**config.mk**
```make
export PLATFORM = sky130hd
export DESIGN_NAME = reg_file
export DESIGN_NICKNAME = d
export VERILOG_FILES = /design/src/rtl/reg_file.sv
export SDC_FILE = /design/constraint.sdc
export NUM_CORES = 2
export LEC_CHECK = 0
export BUFFER_PORTS_ARGS = -buffer_cell sky130_fd_sc_hd__buf_2
export CAP_MARGIN = 10
export CELL_PAD_IN_SITES_DETAIL_PLACEMENT = 0
export CELL_PAD_IN_SITES_GLOBAL_PLACEMENT = 1
export CORE_UTILIZATION = 45
export DETAILED_ROUTE_END_ITERATION = 10
export HOLD_SLACK_MARGIN = 0.1
export PLACE_DENSITY_LB_ADDON = 0.1
export SYNTH_ARGS = -nofsm -noshare
export SYNTH_HDL_FRONTEND = slang
export SYNTH_SLANG_ARGS = --single-unit
export TNS_END_PERCENT = 10
```
**constraint.sdc**
```tcl
create_clock -name clk -period 2 [get_ports clk]
set_input_delay 0 -clock clk [delete_from_list [all_inputs] [get_ports clk]]
set_output_delay 0 -clock clk [all_outputs]
set_load 0.02 [all_outputs]
```
**src/rtl/reg_file.sv**
```systemverilog
// rtl/reg_file.sv - two-read / one-write register file feeding the ALU; optional write forwarding via REG_FILE_WRITE_FORWARD_EN
module reg_file #(
  parameter int DATA_WIDTH = 32,
  parameter int ADDR_WIDTH = 5
) (
  input  logic                  clk,
  input  logic                  reset_n,
  input  logic [ADDR_WIDTH-1:0] A1,
  input  logic [ADDR_WIDTH-1:0] A2,
  input  logic [ADDR_WIDTH-1:0] A3,
  input  logic [DATA_WIDTH-1:0] WD3,
  input  logic                  WE3,
  output logic [DATA_WIDTH-1:0] RD1,
  output logic [DATA_WIDTH-1:0] RD2
);

  localparam int NUM_REGS = 1 << ADDR_WIDTH;

  logic [DATA_WIDTH-1:0] regs_q [NUM_REGS];
  logic                  wr_valid;
  logic [DATA_WIDTH-1:0] rd1_stored;
  logic [DATA_WIDTH-1:0] rd2_stored;

  // Writes to address 0 are dropped so entry 0 stays at its reset value of zero.
  assign wr_valid = WE3 && (A3 != '0);

  // Storage: async clear of every entry, single write port on the rising edge.
  always_ff @(posedge clk or negedge reset_n) begin
    if (!reset_n) begin
      for (int i = 0; i < NUM_REGS; i++) begin
        regs_q[i] <= '0;
      end
    end else if (wr_valid) begin
      regs_q[A3] <= WD3;
    end
  end

  // Combinational read of stored contents; address 0 is forced to zero regardless of storage.
  always_comb begin
    rd1_stored = (A1 == '0) ? '0 : regs_q[A1];
    rd2_stored = (A2 == '0) ? '0 : regs_q[A2];
  end

`ifdef REG_FILE_WRITE_FORWARD_EN
  // Bypass the in-flight write onto a matching read port; reset and register 0 take priority.
  always_comb begin
    RD1 = (reset_n && wr_valid && (A3 == A1)) ? WD3 : rd1_stored;
    RD2 = (reset_n && wr_valid && (A3 == A2)) ? WD3 : rd2_stored;
  end
`else
  // Reads see stored contents only; no path from the write port to the read data.
  always_comb begin
    RD1 = rd1_stored;
    RD2 = rd2_stored;
  end
`endif

endmodule
```
==> After elaboration in Yosys (flattened, before gate mapping) <==
Index checks and enable logic that the tools add are counted.
{ "classes": {"addsub": 0, "mul": 0, "n_div": 0, "order_cmp": 4, "n_eq_ne": 0, "n_shift": 0, "muxes": 11, "bitwise": 3, "reduce_logical": 5} }
{ "op_table": {"columns": ["op", "count"], "rows": [
  ["bitwise mux 1024 bit", 1],
  ["binary-select mux 32 bit (select 5 bit)", 2],
  ["2-to-1 mux 32 bit", 7],
  ["demux 32 bit (select 5 bit)", 1],
  [">= comparator 6 bit, second input constant", 3],
  ["NOT 5 -> 6 bit", 3],
  ["zero test 5 bit", 2],
  ["< comparator 6 x 1 -> 1 bit, second input constant", 1],
  ["nonzero test 5 bit", 1],
  ["logical AND 1 bit", 2]
]} }
{ "word_totals": {"regBits": 1024, "latch_bits": 0, "ramBits": 0, "mem_bits_ro": 0, "out_inout_bits": 64, "mem_count": 0} }

==> Logic depth before layout (Yosys ltp) <==
{ "depth": {"depth_word": 6, "depth_mapped": 7, "ltp_nobuf": 4} }

==> Worst setup path after synthesis <==
OpenSTA, ideal clock, no wires.
{ "synth_timing": {"kind": "input port to output port", "startpoint": "input port A1[0]", "endpoint": "output port RD1[14]", "arrival_time_ns": 1.669, "path_slack_ns": 0.331, "cell_stages": 7, "n_path_buf": 4, "path_cell_list": "buf_2 inv_1 buf_2 buf_2 clkbuf_1 o2111ai_1 a311oi_1"} }
{ "synth_via": {"elab_chain_cells": 5, "elab_cells_between_ends": 6, "classes_between": "mux (4); bitwise (1); reduce/logical (1)"} }
{ "synth_lines": {"columns": ["element", "line", "rtl"], "rows": [
  ["from (decl)", "8", "input logic [ADDR_WIDTH-1:0] A1,"],
  ["NOT 5 -> 6 bit (not written as such)", "40", "rd1_stored = (A1 == '0) ? '0 : regs_q[A1];"],
  ["binary-select mux 32 bit (select 5 bit)", "40", null],
  ["2-to-1 mux 32 bit (not written as such) (2 in a row)", "40", null],
  ["2-to-1 mux 32 bit *", "40", null],
  ["to (decl)", "13", "output logic [DATA_WIDTH-1:0] RD1,"]
]} }
Every way passes the cells marked *; elsewhere a longest branch is shown, timed or not. The select of a mux whose other input is x is not followed.

==> Worst setup path after layout <==
{ "layout_timing": {"startpoint": "register regs_q[949] in the netlist's numbering", "endpoint": "output port RD2[21]"} }
{ "layout_via": {"elab_chain_cells": 4} }
{ "layout_lines": {"columns": ["element", "line", "rtl"], "rows": [
  ["from (decl)", "19", "logic [DATA_WIDTH-1:0] regs_q [NUM_REGS];"],
  ["from (signal, indexed assignment)", "31", "regs_q[i] <= '0;"],
  ["from (signal, indexed assignment)", "34", "regs_q[A3] <= WD3;"],
  ["binary-select mux 32 bit (select 5 bit)", "41", "rd2_stored = (A2 == '0) ? '0 : regs_q[A2];"],
  ["2-to-1 mux 32 bit (not written as such) (2 in a row)", "41", null],
  ["2-to-1 mux 32 bit", "41", null],
  ["to (decl)", "14", "output logic [DATA_WIDTH-1:0] RD2"]
]} }
No other way between the ends. The select of a mux whose other input is x is not followed.

==> out/metrics.cfg <==
[status]
status=finished, violations left
violations=setup timing

[detailed_routing]
vias=36600
drtIter0Drc=3315
route.detailed.drc=0
wire_per_inst_um=34.8
dr.pass1.iters=7
drtAntennaViolNets=0
wl_um=195000
routed_via_density=6.56

[setup_path]
crit_path_end_kind=output port
path_common_cell=buf_6
crit_path_top_delay_cell=mux4_2
crit_type=reg -> out
reg2reg_to=regs_q[656]
r2r-start=regs_q[656]
reg2regPathDepth=2
crit_path_max_incr_delay_ns=0.46
cp-start-kind=register
cp_cell_sequence=mux4_2, nor2b_4, a211oi_4, buf_6, a311oi_2, buf_4, buf_6
path_max_fanout=3
critical_path_required_ns=2.00
cp_data_arrival_time_ns=2.53
r2r_setup_slack_ns=1.11

[clock_tree]
cts_sinks=1024
cts_max_level=3
worstSkewPairLatency_ns=0.74
clockBufferDepth=3
cts_tree=built
cts_buffers=115
clk_pin_slew_ns=0.06
clock-root-buffer=clkbuf_16

[hold_path]
hold_start=regs_q[1016]
whs_path_depth=0
hold_class=reg -> reg
min_to=regs_q[1016]

[synthesis]
synth_warnings=0
synth_compound_area_share_pct=4.84
synth.net_count=3671
yosys-top-cells-area=dfrtp_1, mux2_2, mux4_2
ys.flop_type=dfrtp_1
synth_common_cells=mux2_2, dfrtp_1, mux4_2, clkbuf_1, buf_2
netlist_area_um2=54400
synth-seq-area-share_pct=47.1
synthArstFlopShare_pct=100
synth_edf_count=0
ys_types=35
synth_xor_area_share_pct=0
synth.most_common_cell=mux2_2
syn_inst=3621
synth_top_family_by_area=multiplexers
synth.avg_cell_area_um2=15.0
synth_mux_area_share_pct=42.8
yosys.area_share.simple_pct=1.61
synth.largest_area_cell=dfrtp_1
synth-seq-cells=1024
netlist.area_leader.share_pct=47.1
synth_fa_ha_area_share_pct=0

[layout]
drive_gt1_share_pct=60.3
reg_top3=regs_q: 1024 flops
fin_nets=3931
areaGrowthSynthToFinish_pct=20.4
final_util_pct=54.6
largest_reg_flops=1024
top_register=regs_q

[timing]
slew_violations=0
tightest_slew_ns=1.12
fmax_ghz=0.395
fin_skew_ns=0
rsz0062_at_grt=yes
setup_viol=90
final.min_clock_period_ns=2.53
fin_crit_sh_pct=127
final_hold_viol_count=0
setup_ws_ns=-0.533
slew_headroom_pct=24.9

[placement]
gp_congestion=0.868
dpl.hpwl_um=123000
port_buffers=113

[global_routing]
grt_overflow_total=0
antenna_found_initial=7
grt_usage_pct=32.4
grt_max_degree=89
grt_pass1_vias=39000
grt_pass1_wl_um=284000

[floorplan]
fp.dieH_um=350
core_area_um2=120000
start_util_pct=45.4
fp.dieArea_um2=122000
row_count=127
io_pins=114
die_x_um=350

[power]
p_total_mw=63.1
powerDensity_nw_per_um2=964
peakVddDrop_mv=0.900
p_leak_nw=28.3

[job]
drv_cap=0

==> worst max path at each step <==
stage,start,endpoint,slack [ns]
floorplan,A1[0],RD1[14],0.33
global placement,A1[0],RD1[13],-0.49
detailed placement,A1[0],RD1[13],-0.47
CTS,regs_q[917],RD2[21],-0.58
global route,regs_q[528],RD1[16],-0.58
finish,regs_q[949],RD2[21],-0.53
==> layout by cell type, fill, tap and decap left out, types with 56 or more instances in the layout <==
cell / instances
mux2_2: 1030
dfrtp_1: 1024
mux4_2: 448
buf_4: 291
buf_12: 136
mux2i_1: 128
clkbuf_16: 118
buf_2: 85
nor2b_1: 63
a22oi_1: 56
==> kinds of logic after synthesis <==
| logic type | after synthesis |
|---|---|
| buffers and inverters | 434 |
| muxes | 1632 |
| and+or+nand+nor | 165 |
| AOI/OAI and AO/OA | 366 |
| DFF | 1024 |
==> what timing repair did <==
| action | 4_1_cts | 5_1_grt |
|---|---|---|
| gates cloned | 0 | 0 |
| hold buffers | 43 | 0 |
| pin swaps | 20 | 28 |
| setup buffers | 0 | 4 |
| resized for setup | 122 | 139 |
| setup endpoints to repair | 64 | 98 |
| endpoints found under the hold margin | 2016 | 0 |
==> worst max-delay path, delay by kind of cell, from the launching register on <==
family	cells	cell delay (ns)
buffers and inverters	3	0.51
muxes	1	0.46
DFF	1	0.40
AOI/OAI and AO/OA	2	0.28
and+or+nand+nor	1	0.14
==> where the power goes <==
part	internal (mW)	switching [mW]	total, mW
Clock	12.6	8.93	21.5
Combinational	8.12	5.70	13.8
Sequential	24.7	3.05	27.7
Total	45.4	17.7	63.1
==> routing by layer <==
metal	track usage (%)	vias to the layer above	routed length, µm
met5	0	-	64
met4	13.2	8	8110
met3	6.19	439	14900
met2	49.8	1592	89900
met1	45.2	20000	81500
li1	-	14600	-
==> per-stage QoR <==
stage          cell area [µm²]  TNS [ns]  instances  hold WS (ns)  setup WS [ns]
3_3_place_gp             60200     -8.12       5334       -0.0470         -0.486
2_1_floorplan            54400         0       3621        -0.296          0.331
4_1_cts                  64900    -31.99       5583         0.376         -0.577
3_5_place_dp             60200     -8.04       5334       -0.0434         -0.469
6_report                 65400    -28.04       5587         0.396         -0.533
5_1_grt                  65400    -32.44       5585         0.408         -0.582
==> cell type report <==
cell class	count	area, µm²
fillers	9636	54400
diodes	2	5.00
flip-flops and latches	1024	25600
multi-input cells	2163	27900
well taps	1612	2020
clock inverters	36	349
inverters	2	12.5
repair buffers	575	6010
clock buffers	173	3490
Note: power is estimated with default switching activity, not from simulation.
